[config.mk]
export PLATFORM = sky130hd
export DESIGN_NAME = wb_link_queue
export DESIGN_NICKNAME = d
export VERILOG_FILES = /design/src/rtl/wb_pkg.sv /design/src/rtl/wb_fifo.sv /design/src/rtl/wb_link_queue.sv
export SDC_FILE = /design/constraint.sdc
export NUM_CORES = 1
export LEC_CHECK = 0
export ABC_AREA = 1
export BUFFER_PORTS_ARGS = -buffer_cell sky130_fd_sc_hd__buf_2
export CORE_MARGIN = 2
export CORE_UTILIZATION = 50
export CTS_CLUSTER_DIAMETER = 150
export DETAILED_ROUTE_END_ITERATION = 16
export PLACE_DENSITY = 0.75
export SLEW_MARGIN = 20
export SYNTH_ARGS = -nofsm -noshare
export SYNTH_HDL_FRONTEND = slang
export SYNTH_SLANG_ARGS = --single-unit
[constraint.sdc]
create_clock -name clk -period 3.2 [get_ports clk]
set_input_delay 0.48 -clock clk [delete_from_list [all_inputs] [get_ports clk]]
set_output_delay 0.48 -clock clk [all_outputs]
set_load 0.1 [all_outputs]
[src/rtl/wb_pkg.sv]
// rtl/wb_pkg.sv - shared constants and entry type for the write-back link queue
package wb_pkg;

  localparam int WB_DATA_W = 32;
  localparam int WB_REG_AW = 5;

  localparam logic [5:0] WB_LINK_OPC = 6'b010001;
  localparam int         WB_LINK_REG = 31;

  typedef struct packed {
    logic [WB_REG_AW-1:0] addr;
    logic [WB_DATA_W-1:0] data;
  } wb_entry_t;

endpackage

[src/rtl/wb_fifo.sv]
// rtl/wb_fifo.sv - generic DEPTH-entry FIFO with wrap-bit pointers and flush
module wb_fifo #(
  parameter int W     = 37,
  parameter int DEPTH = 2
) (
  input  logic                          clk,
  input  logic                          rst_n,
  input  logic                          flush,
  input  logic                          push,
  input  logic [W-1:0]                  push_data,
  input  logic                          pop,
  output logic [W-1:0]                  head_data,
  output logic                          full,
  output logic                          empty,
  output logic [$clog2(DEPTH):0]        count,
  output logic [$clog2(DEPTH)-1:0]      rd_idx,
  output logic [DEPTH-1:0][W-1:0]       entries
);

  localparam int AW = $clog2(DEPTH);

  logic [AW:0]             wr_q, wr_d, rd_q, rd_d;
  logic [DEPTH-1:0][W-1:0] mem_q, mem_d;

  // Pointers differ only in the wrap bit when every slot is occupied.
  assign empty     = (wr_q == rd_q);
  assign full      = ((wr_q ^ rd_q) == {1'b1, {AW{1'b0}}});
  assign count     = wr_q - rd_q;
  assign rd_idx    = rd_q[AW-1:0];
  assign head_data = mem_q[rd_q[AW-1:0]];
  assign entries   = mem_q;

  always_comb begin
    wr_d  = wr_q;
    rd_d  = rd_q;
    mem_d = mem_q;
    if (flush) begin
      wr_d = '0;
      rd_d = '0;
    end else begin
      if (push && !full) begin
        mem_d[wr_q[AW-1:0]] = push_data;
        wr_d = wr_q + (AW+1)'(1);
      end
      if (pop && !empty) begin
        rd_d = rd_q + (AW+1)'(1);
      end
    end
  end

  always_ff @(posedge clk or negedge rst_n) begin
    if (!rst_n) begin
      wr_q  <= '0;
      rd_q  <= '0;
      mem_q <= '0;
    end else begin
      wr_q  <= wr_d;
      rd_q  <= rd_d;
      mem_q <= mem_d;
    end
  end

endmodule

[src/rtl/wb_link_queue.sv]
// rtl/wb_link_queue.sv - resolves write-back requests, queues them and drains to the register file
module wb_link_queue
  import wb_pkg::*;
#(
  parameter int               DATA_W    = 32,
  parameter int               REG_AW    = 5,
  parameter int               OPC_W     = 6,
  parameter logic [OPC_W-1:0] LINK_OPC  = WB_LINK_OPC,
  parameter int               LINK_REG  = WB_LINK_REG,
  parameter int               DEPTH     = 2,
  parameter bit               ZERO_DROP = 1'b1
) (
  input  logic                       clk,
  input  logic                       rst_n,
  input  logic                       flush,
  input  logic                       in_valid,
  output logic                       in_ready,
  input  logic                       reg_write,
  input  logic [OPC_W-1:0]           opcode,
  input  logic [DATA_W-1:0]          next_pc,
  input  logic [REG_AW-1:0]          write_reg,
  input  logic [DATA_W-1:0]          write_data,
  output logic                       rf_we,
  output logic [REG_AW-1:0]          rf_addr,
  output logic [DATA_W-1:0]          rf_data,
  input  logic                       rf_ready,
  input  logic [REG_AW-1:0]          look_addr,
  output logic                       look_hit,
  output logic [DATA_W-1:0]          look_data,
  output logic [$clog2(DEPTH):0]     count,
  output logic [15:0]                drop_cnt
);

  localparam int AW = $clog2(DEPTH);
  localparam int EW = REG_AW + DATA_W;

  typedef struct packed {
    logic [REG_AW-1:0] addr;
    logic [DATA_W-1:0] data;
  } entry_t;

  logic                    full, empty, accept, discard, push, pop, drop_inc;
  logic [AW-1:0]           rd_idx;
  logic [EW-1:0]           head_raw;
  logic [DEPTH-1:0][EW-1:0] entries;
  entry_t                  resolved, head;
  entry_t                  last_q, last_d;
  logic [15:0]             drop_q, drop_d;

  assign in_ready = rst_n && !full;
  assign accept   = in_valid && in_ready;

  always_comb begin
    resolved.addr = write_reg;
    resolved.data = write_data;
    if (opcode == LINK_OPC) begin
      resolved.addr = REG_AW'(LINK_REG);
      resolved.data = next_pc;
    end
  end

  assign discard  = !reg_write || (ZERO_DROP && (resolved.addr == '0));
  assign push     = accept && !discard && !flush;
  assign drop_inc = accept && discard && !flush;
  assign pop      = !empty && rf_ready;

  wb_fifo #(
    .W     (EW),
    .DEPTH (DEPTH)
  ) u_fifo (
    .clk       (clk),
    .rst_n     (rst_n),
    .flush     (flush),
    .push      (push),
    .push_data (resolved),
    .pop       (pop),
    .head_data (head_raw),
    .full      (full),
    .empty     (empty),
    .count     (count),
    .rd_idx    (rd_idx),
    .entries   (entries)
  );

  assign head    = entry_t'(head_raw);
  assign rf_we   = !empty;
  assign rf_addr = empty ? last_q.addr : head.addr;
  assign rf_data = empty ? last_q.data : head.data;

  // Remember whatever the port last showed so an empty queue keeps it stable.
  always_comb begin
    last_d = empty ? last_q : head;
    drop_d = (drop_inc && (drop_q != 16'hFFFF)) ? drop_q + 16'd1 : drop_q;
  end

  assign drop_cnt = drop_q;

  // Walk oldest to youngest so the youngest match wins.
  always_comb begin
    logic [AW-1:0] idx;
    entry_t        e;
    look_hit  = 1'b0;
    look_data = '0;
    idx       = '0;
    e         = '0;
    for (int i = 0; i < DEPTH; i++) begin
      idx = rd_idx + AW'(i);
      e   = entry_t'(entries[idx]);
      if (((AW+1)'(i) < count) && (e.addr == look_addr) &&
          !(ZERO_DROP && (look_addr == '0))) begin
        look_hit  = 1'b1;
        look_data = e.data;
      end
    end
  end

  always_ff @(posedge clk or negedge rst_n) begin
    if (!rst_n) begin
      last_q <= '0;
      drop_q <= '0;
    end else begin
      last_q <= last_d;
      drop_q <= drop_d;
    end
  end

endmodule

==> impl_metrics.tcl <==
set metrics [dict create \
    fin_tns_setup_ps 0 \
    grt_max_degree 70 \
    end_kind "output pin" \
    grt_pass1_vias 6786 \
    maxSlewHeadroom_pct 42.5 \
    drcViolationCount 0 \
    cts_resized 0 \
    rsz0062_at_grt "yes" \
    num_vias 7341 \
    track_usage_pct 25.4 \
    grt_antenna_before_repair 0 \
    powerDensity_mw_per_mm2 805 \
    ys_ff_latch 131 \
    fin_crit_sh_pct 95.2 \
    drtIter0Drc 468 \
    firstDrtPassIters 5 \
    cts_hold_buf 0 \
    h-tree-depth 4 \
    design.die.area_mm2 0.0163 \
    die_y_um 128 \
    cts_tree "yes" \
    final_common_cell "nand2_1" \
    cts_made_buffers 17 \
    postCtsSetupBuffers 0 \
    fmax_mhz 328 \
    synth_top_family_by_area "simple AND/OR/NAND/NOR gates" \
    io_pins 176 \
    hold_class "input port to async pin" \
    synth_cell_type_count 27 \
    placed_area_mm2 0.00879 \
    worstSetupStartpointType "flop" \
    synth_fa_ha_area_share_pct 0.327 \
    drive_gt1_share_pct 22.9 \
    maxSlewViolCount 0 \
    initial_utilization_pct 50.7 \
    period_needed_ps 3050 \
    clkSlewWorstSetupHoldPaths_ps 60 \
    final_util_pct 62.5 \
    tightest_slew_ps 863 \
    synth_nets 1157 \
    preCtsSetupSlack_ps 485 \
    cts.path.max_buffers 2 \
    detail-route-antenna-nets 0 \
    ys_warn_count 0 \
    irDropWorstVdd_mv 0.784 \
    p_leak_nw 5.12 \
    ys_seq_area_share_pct 42.9 \
    synth-compound-area-share_pct 8.12 \
    hold_ws_ps 257 \
    n_antenna_cell 0 \
    synth_area_mm2 0.00765 \
    cp_max_fo 12 \
    clock_skew_ps 8.00 \
    final_cell_mix "nand2_1, buf_2, dfrtp_1, o21ai_0, inv_1" \
    crit_arrival_ps 2570 \
    final-setup-viol-count 0 \
    clock_sinks 131 \
    portBuffers 175 \
    root_buffer "clkbuf_16" \
    synthXorXnorAreaFrac_pct 1.60 \
    core_mm2 0.0151 \
    grt_pass1_wl_mm 32.5 \
    synthMuxAreaShare_pct 4.71 \
    yosys.area_share.simple_pct 32.4 \
    synth.avg_cell_area_um2 7.15 \
    netlist_instances 1069 \
    post-dp-hpwl_mm 13.7 \
    rows 45 \
    syn_to_final_growth_pct 23.4 \
    wirelength_mm 20.1 \
    final_area_mm2 0.00944 \
    path_class "flop to output pin" \
    cp.required_ps 2720 \
    cap_violations 0 \
    wire_per_inst_um 14.1 \
    gp_congestion 0.881 \
    fin_nets 1313 \
    vias_per_cell 5.15 \
    hold_viol_final 0 \
    clk_latency_ps 420 \
    setup_ws_ps 153 \
    status "finished clean" \
    grt_overflow_total 0 \
    die_w_um 128 \
]
==> final timing paths <==
check | slack (ps) | depth (start not counted) | endpoint | from
worst max-delay path | 150 | 6 | rf_data[20] | u_fifo.wr_q[0]$_DFFE_PN0P_
worst min-delay path | 260 | 2 | drop_cnt[11]$_DFFE_PN0P_ | rst_n
worst max register to register | 660 | 10 | u_fifo.entries[52]$_DFFE_PN0P_ | u_fifo.wr_q[0]$_DFFE_PN0P_
worst min register to register | 470 | 2 | u_fifo.entries[8]$_DFFE_PN0P_ | u_fifo.entries[8]$_DFFE_PN0P_
max in group asynchronous | 2370 | 2 | last_q[17]$_DFFE_PN0N_ | rst_n
min in group clk | 360 | 3 | u_fifo.rd_q[0]$_DFFE_PN0P_ | rf_ready
==> state kept, by name (all words and copies together), names as in the netlist <==
| signal | flops |
|---|---|
| u_fifo.wr_q | 2 |
| last_q | 37 |
| u_fifo.rd_q | 2 |
| drop_cnt | 16 |
| u_fifo.entries | 74 |
==> cell usage after synthesis <==
library cell	number	share of area [%]
a21oi_1	3	0.20
a21oi_2	1	0.11
a31oi_1	5	0.41
buf_1	3	0.15
buf_2	20	1.3
buf_4	6	0.59
buf_6	10	1.5
clkbuf_1	19	0.93
clkbuf_2	1	0.065
dfrtp_1	131	43
ha_1	2	0.33
inv_1	109	5.4
inv_2	3	0.15
mux2_2	32	4.7
nand2_1	458	22
nand2_2	3	0.25
nand3_1	62	4.1
nand3_2	1	0.13
nand3_4	1	0.23
nand4_1	34	2.8
nor2_1	26	1.3
nor2_2	3	0.25
nor2_4	4	0.59
nor3_1	5	0.33
o21ai_0	113	7.4
xnor2_1	5	0.57
xor2_1	9	1.0
==> critical path: stages (launching register included) <==
cell,delay [ps]
dfrtp_1,470
inv_1,150
ha_1,370
nand2_4,220
buf_4,260
mux2_2,380
buf_2,300
==> per-layer routing <==
metal	up-vias	global-route usage (%)	wire, um	part of all wire (%)
met1	3359	33.3	8840	44
met3	36	5.13	1150	5.7
met5	-	0	0	0
li1	3690	-	-	-
met4	0	9.50	463	2.3
met2	256	41.7	9660	48
==> per-stage QoR <==
stage / instances / total power, mW
final: 1426 / 7.59
after global routing: 1426 / 7.95
after CTS: 1426 / 7.62
after detailed placement: 1394 / 5.84
after global placement: 1394 / 5.79
after floorplan: 1069 / 5.14
==> cell type report <==
cell class	count	area, um^2
clock buffer	19	453
clock inverter	13	86.3
fill	1392	5650
inverter	112	420
multi-input combinational	767	3660
sequential	131	3280
tap	188	235
timing repair buffer	196	1300
==> power breakdown <==
part | switching [mW] | leakage (nW) | internal (mW)
clock | 0.745 | 0.261 | 1.02
combinational | 2.80 | 3.15 | 0.756
sequential | 0.199 | 1.71 | 2.07
==> cell families (layout without fill, tap and decap cells) <==
logic type               count (synthesis)  after routing
AND/OR/NAND/NOR                        597            597
buffers and inverters                  171            340
flip-flops                             131            131
AO/OA/AOI/OAI                          122            122
multiplexers                            32             32
XOR/XNOR                                14             14
adder cells (fa/ha/maj)                  2              2
Note: power is estimated with default switching activity, not from simulation.
